**config.mk**
```make
export PLATFORM = sky130hd
export DESIGN_NAME = nrs_reg_ctrl
export DESIGN_NICKNAME = d
export VERILOG_FILES = /design/src/rtl/nrs_reg_ctrl.sv
export SDC_FILE = /design/constraint.sdc
export NUM_CORES = 1
export LEC_CHECK = 0
export ABC_AREA = 1
export CELL_PAD_IN_SITES_DETAIL_PLACEMENT = 1
export CELL_PAD_IN_SITES_GLOBAL_PLACEMENT = 2
export CORE_MARGIN = 5
export CORE_UTILIZATION = 22
export DETAILED_ROUTE_END_ITERATION = 6
export GPL_ROUTABILITY_DRIVEN = 0
export PLACE_DENSITY = 0.78
export REMOVE_ABC_BUFFERS = 1
export SETUP_SLACK_MARGIN = 0.02
export SLEW_MARGIN = 40
export SYNTH_ARGS = -nofsm -noshare
export SYNTH_HDL_FRONTEND = slang
export SYNTH_SLANG_ARGS = --single-unit
```
**constraint.sdc**
```tcl
create_clock -name clk -period 1.7 [get_ports clk]
set_input_delay 0.34 -clock clk [delete_from_list [all_inputs] [get_ports clk]]
set_output_delay 0.34 -clock clk [all_outputs]
set_load 0.02 [all_outputs]
```
**src/rtl/nrs_reg_ctrl.sv**
```systemverilog
// Fill/serve sequencer for the NRS bit register: loads WIDTH_REG Gold bits, then hands the
// mapper one (1r, 1i, 2r, 2i) address set per handshake.
module nrs_reg_ctrl #(
  parameter int unsigned WIDTH_REG = 16,
  parameter int unsigned LINES     = $clog2(WIDTH_REG),
  parameter int unsigned PAIRS     = WIDTH_REG / 4,
  parameter int unsigned PAIR_W    = (PAIRS > 1) ? $clog2(PAIRS) : 1
) (
  input  logic              clk,
  input  logic              rst,
  input  logic              start,
  input  logic              gold_valid,
  output logic              gold_ready,
  output logic              wr_en,
  output logic [LINES-1:0]  wr_addr,
  output logic              nrs_valid,
  input  logic              map_ready,
  output logic [LINES-1:0]  rd_addr_1r,
  output logic [LINES-1:0]  rd_addr_1i,
  output logic [LINES-1:0]  rd_addr_2r,
  output logic [LINES-1:0]  rd_addr_2i,
  output logic [PAIR_W-1:0] pair_idx,
  output logic              busy,
  output logic              block_done
);

  typedef enum logic [1:0] {StIdle, StFill, StServe} state_e;

  localparam logic [LINES-1:0]  LastBit  = LINES'(WIDTH_REG - 1);
  localparam logic [PAIR_W-1:0] LastPair = PAIR_W'(PAIRS - 1);

  state_e              state_q, state_d;
  logic [LINES-1:0]    fill_cnt_q, fill_cnt_d;
  logic [PAIR_W-1:0]   pair_cnt_q, pair_cnt_d;
  logic                pending_q, pending_d;
  logic                block_done_q, block_done_d;
  logic [LINES-1:0]    rd_base;

  always_comb begin
    state_d      = state_q;
    fill_cnt_d   = fill_cnt_q;
    pair_cnt_d   = pair_cnt_q;
    pending_d    = pending_q;
    block_done_d = 1'b0;
    gold_ready   = 1'b0;
    wr_en        = 1'b0;
    nrs_valid    = 1'b0;
    unique case (state_q)
      StIdle: begin
        if (start) begin
          state_d    = StFill;
          fill_cnt_d = '0;
        end
      end
      StFill: begin
        gold_ready = 1'b1;
        wr_en      = gold_valid;
        if (gold_valid) begin
          if (fill_cnt_q == LastBit) begin
            fill_cnt_d = '0;
            pair_cnt_d = '0;
            state_d    = StServe;
          end else begin
            fill_cnt_d = fill_cnt_q + LINES'(1);
          end
        end
      end
      StServe: begin
        nrs_valid = 1'b1;
        if (start) begin
          pending_d = 1'b1;
        end
        if (map_ready) begin
          if (pair_cnt_q == LastPair) begin
            pair_cnt_d   = '0;
            block_done_d = 1'b1;
            // A start landing on the final handshake counts as pending too.
            if (pending_q || start) begin
              pending_d  = 1'b0;
              fill_cnt_d = '0;
              state_d    = StFill;
            end else begin
              state_d = StIdle;
            end
          end else begin
            pair_cnt_d = pair_cnt_q + PAIR_W'(1);
          end
        end
      end
      default: state_d = StIdle;
    endcase
  end

  always_ff @(posedge clk or negedge rst) begin
    if (!rst) begin
      state_q      <= StIdle;
      fill_cnt_q   <= '0;
      pair_cnt_q   <= '0;
      pending_q    <= 1'b0;
      block_done_q <= 1'b0;
    end else begin
      state_q      <= state_d;
      fill_cnt_q   <= fill_cnt_d;
      pair_cnt_q   <= pair_cnt_d;
      pending_q    <= pending_d;
      block_done_q <= block_done_d;
    end
  end

  assign rd_base    = LINES'({pair_cnt_q, 2'b00});
  assign rd_addr_1r = rd_base;
  assign rd_addr_1i = rd_base + LINES'(1);
  assign rd_addr_2r = rd_base + LINES'(2);
  assign rd_addr_2i = rd_base + LINES'(3);
  assign wr_addr    = fill_cnt_q;
  assign pair_idx   = pair_cnt_q;
  assign busy       = (state_q != StIdle);
  assign block_done = block_done_q;

endmodule

```
* Yosys cells after proc, flatten, opt, wreduce, memory -nomap -nowiden *
Cells that the tools add are included.

word-level totals
  bits in registers = 10
  input port bits = 5
  output and inout bits = 27
  logic and storage cells = 57

operators by class
  $add $sub $neg = 5
  equality and inequality tests = 10
  mux-type cells = 29
  reduce and logical (&&, ||, !) cells = 8

operators with widths
  operator                                                         number
  4-bit two-way mux                                                6
  2-bit two-way mux                                                9
  2-bit != test, second input constant                             6
  4-bit one-hot mux with 3 select lines                            1
  1-bit two-way mux                                                11
  4-bit by 1-bit adder with 4-bit output, second input constant    2
  4-bit by 2-bit adder with 4-bit output, second input constant    2
  2-bit one-hot mux with 3 select lines                            1
  6-bit AND reduction                                              1
  5-bit AND reduction                                              1
  2-bit == test, second input constant                             2
  4-bit == test, second input constant                             1
  2-bit one-hot mux with 2 select lines                            1
  4-bit AND reduction                                              1
  2-bit nonzero test                                               2
  3-bit nonzero test                                               1
  2-bit by 1-bit adder with 2-bit output, second input constant    1
  2-bit by 1-bit == test with 1-bit output, second input constant  1
  2-bit logical NOT                                                1
  1-bit logical OR                                                 1

* Longest topological paths before layout *
  word-level depth = 5
  mapped depth = 8
  depth with buffers taken out = 8

* Worst setup path after synthesis *
No wires, ideal clock.

  kind = reg-to-reg
  start point = register pair_cnt_q[0], in the netlist pair_idx[0]
  end point = register fill_cnt_q[3], in the netlist wr_addr[3]
  library setup time = 74 ps
  data arrival time = 1311 ps
  required time = 1626 ps
  path slack = 315 ps
  cell stages (with the launch flop) = 9
  path buffers = 0
  clock period less this slack = 1385 ps
  cell sequence = dfrtp_1 > ha_1 > nand2_1 > nand3_2 > nand2_2 > clkinv_1 > nand2_4 > nand2_1 > o21ai_2

between the ends
  word-level cells in the longest chain between the ends = 3

RTL lines
  element                               RTL line  RTL
  start: declaration                    34        logic [PAIR_W-1:0] pair_cnt_q, pair_cnt_d;
  start signal: assignment              104       pair_cnt_q <= pair_cnt_d;
  2-bit == test                         74        if (pair_cnt_q == LastPair) begin
  2-bit != test (no source line)        --
  6-bit AND reduction (no source line)  --
  end signal: assignment                103       fill_cnt_q <= fill_cnt_d;
  end: declaration                      33        logic [LINES-1:0] fill_cnt_q, fill_cnt_d;

No other way between the ends.
A chain may end at the register's enable or synchronous reset.

* Final worst setup path *
  start point = register state_q[1]
  end point = output gold_ready

between the ends
  word-level cells in the longest chain between the ends = 2

RTL lines
  element                                   RTL line  RTL
  start: declaration                        32        state_e state_q, state_d;
  start signal: assignment                  96        state_q <= StIdle;
  start signal: assignment                  102       state_q <= state_d;
  2-bit by 1-bit == test with 1-bit output  48        unique case (state_q)
  1-bit two-way mux                         48
  end: declaration                          13        output logic gold_ready,

No other way between the ends.

==> run summary <==
The count of hold-fix buffers inserted at cts came out at 0. The number of detailed-route iterations in the first pass came out at 4. The average size of a mapped cell came out at 7.68 µm². The final number of setup-violating endpoints came out at 0. The number of hold-slack violations in the final timing report came out at 0.

Sequential cells were found to cover 34.0% of the synthesized design area. The root buffer cell chosen for the clock tree is clkbuf_4. Summed over all nets, the switching power comes to 765 µW.

In the routed layout, each cell is associated on average with a via count of 3.83. Summed over its instances, the top area cell type makes up 34.0% of the synthesized netlist area. Tracing the worst setup path back leads to its startpoint at state_q[1]. The number of clock buffers inserted by TritonCTS is 3. The combined area of all synthesized cells came out at 737 µm². The leakage component of the power came out at 0.000562 µW. The most frequently used cell type in the post-synthesis netlist is nand2_1. The routed length on met3 is 160 µm. The data arrival time of the critical path came out at 1.24 ns.

The clock passes through at most 2 buffers. The routed design could run at a clock period as short as 1.58 ns. The starting density of the core is 22.4%. The top routing layer in use is met3. The worst hold path belongs to the class in -> async.

The count of nets left with antenna violations after detail routing is 0. The finished layout holds 165 standard cells, fillers aside. The largest area contributor in the synthesized netlist is dfrtp_1.

The met1 wire length came out at 776 µm. For this run, the leading register cell type out of synthesis is dfrtp_1. The post-placement worst setup slack is -0.274 ns.

The floorplan step defined a die boundary enclosing 0.00461 mm². The number of clock sinks is 10. The part of the power in combinational logic is 60.0%. The worst slack on hold paths is 0.393 ns. The routed wire length per instance is 11.3 µm. Sorting the synthesized cells by area gives the leading types as dfrtp_1, buf_4, nand2_1.

The number of global-route vias before repair came out at 683. The count of maximum capacitance violations came out at 0. The flow ran to the end, and the final reports show no timing, DRC or antenna violations. For this run, the number of Yosys warnings is 0. The placeable core region came out at 0.00328 mm².

The sequential group share of total power came out at 26.0%. The count of different cell masters after synthesis came out at 21. The final routed wirelength across all metal layers is 1.86 mm.

The number of nets at the end of the flow is 127. After synthesis, the share of flip-flops with an asynchronous set or reset is 100%. The required time at the endpoint of the critical path came out at 1.36 ns. TritonCTS built the clock tree. The die is 67.9 µm wide. The commonest cells after synthesis are nand2_1, buf_4, dfrtp_1.

The synthesized instance count came out at 96. Measured along the y axis, the die boundary spans 67.9 µm. The share of total power dissipated in the clock network is 14.1%. The final HPWL from detailed placement is 1.60 mm. The synthesis-to-layout area growth is 34.6%. The proportion of layout cells with a drive suffix above 1 came out at 24.4%. The I/O pin count is 32. Yosys mapped a number of flops with a built-in enable equal to 0.

The worst-case IR drop observed on VDD is 398 µV. The post-detailed-route DRC marker count is 0. The number of storage elements in the synthesis netlist came out at 10. The total instance count after detailed placement came out at 161. The setup path with the least slack is of type reg -> out.

Setup slack on the critical path of the routed design comes to 0.122 ns. Global routing used 9.05% of the available tracks across all layers. The number of buffers inserted by port buffering came out at 23.

The maximum number of pins on one net before global-route repair came out at 11. The H-tree level count came out at 1. STA classifies the critical path endpoint as an output pin. In this run the critical register-to-register path is launched from pair_idx[0]. Along the worst path, the maximum fanout reaches 2.

The initial antenna violation count came to 0. Across all layers, the routed design uses 632 vias. The switching part of the total came out at 49.2%. The filler cell count in the final layout came out at 429. The initial DRC count came out at 7. Clock latency on the worst-skew pair, taken at its later pin, is 0.27 ns. The post-route clock period utilization is 92.8%. The clock tree skew after final layout is 0.0140 ns. The post-layout total power came out at 1560 µW. The fmax is 0.634 GHz. The clock input transition at the sequential cells of the worst setup and hold paths came out at 0.08 ns. The number of antenna cells inserted came out at 0. Setup repair after global routing left no endpoint under its margin. The cell area power density came out at 1570 mW/mm². The first-pass GRT wire length came out at 3.11 mm. The worst setup path is launched from a register. The number of buffers inserted to repair setup after CTS is 0. The number of rows in the core area is 21.

For this run the aggregate overflow at the end of global routing stands at 0. Internal power comes to 791 µW. In the detailed route, the total length drawn on met2 is 924 µm. The number of pins exceeding their max-slew limit in the final report came to 0.
==> path summary, 6_finish.rpt <==
kind,end,cells past startpoint,slack [ns]
worst min-delay path,wr_addr[1],1,0.39
worst max-delay path,gold_ready,3,0.12
worst min register to register,pending_q,2,0.53
min in group clk,pending_q,2,0.53
max in group asynchronous,state_q[0],1,0.95
worst max register to register,wr_addr[3],8,0.29
==> sequential cells by signal, indices dropped and copies added, names as in the netlist <==
name        flops
block_done      1
pending_q       1
wr_addr         4
state_q         2
pair_idx        2
==> cell families after synthesis <==
| group | after synthesis | share of synthesized area [%] |
|---|---|---|
| AND/OR/NAND/NOR | 48 | 33.6 |
| buffers and inverters | 25 | 20.9 |
| flip-flops | 10 | 34.0 |
| AO/OA/AOI/OAI | 9 | 7.13 |
| adder cells (fa/ha/maj) | 2 | 3.40 |
| other | 2 | 1.02 |
==> stage by stage <==
stage	area (µm²)	util [%]	TNS (ns)
floorplan	639	-	-0.452
global route	992	30.2	0
finish	992	30.2	0
CTS	990	30.1	0
detailed placement	972	29.6	-0.274
global placement	972	29.6	-0.258
==> repair_timing <==
action	in CTS	in global routing
setup endpoints to repair	16	4
gates cloned	0	0
pin swaps	0	0
resized for setup	17	5
==> placed cells by master, fill, tap and decap left out, types with 2 or more instances in the layout <==
cell type	netlist	routed
nand2_2	4	4
inv_2	3	3
nor2_1	6	6
ha_1	2	2
a21oi_1	3	3
clkdlybuf4s50_1	0	5
nand2_4	3	3
o21ai_2	2	2
inv_1	5	5
nand3_1	5	5
clkbuf_4	0	3
dlymetal6s2s_1	0	2
nand2_1	24	24
buf_4	16	6
conb_1	2	8
dfrtp_1	10	9
o21ai_1	3	3
dlygate4sd2_1	0	14
nor2_4	2	2
==> layout make-up <==
cell class	instances	area [µm²]	share of cell area [%]
Timing Repair Buffer	29	258	26.0
Clock buffer	4	36.3	3.66
Tap cell	46	57.6	5.80
Sequential cell	10	251	25.3
Inverter	9	33.8	3.40
Multi-Input combinational cell	67	355	35.8
==> layer usage <==
layer / global-route usage, % / vias to the layer above
li1: - / 324
met5: 0 / -
met2: 16.4 / 19
met4: 1.49 / 0
met3: 3.45 / 0
met1: 10.2 / 289
==> power groups by stage <==
| stage | combinational [µW] | sequential [µW] | clock (µW) |
|---|---|---|---|
| floorplan | 483 | 509 | 0 |
| global placement | 1010 | 405 | 0 |
| detailed placement | 1040 | 411 | 0 |
| CTS | 955 | 406 | 231 |
| global route | 1040 | 419 | 240 |
| finish | 933 | 404 | 219 |
==> critical path, stage by stage (launching register included) <==
cell and delay [ns]:
dfrtp_1 0.40, buf_4 0.16, nor2_4 0.11, clkdlybuf4s15_1 0.31
(Power assumes the default switching activity.)
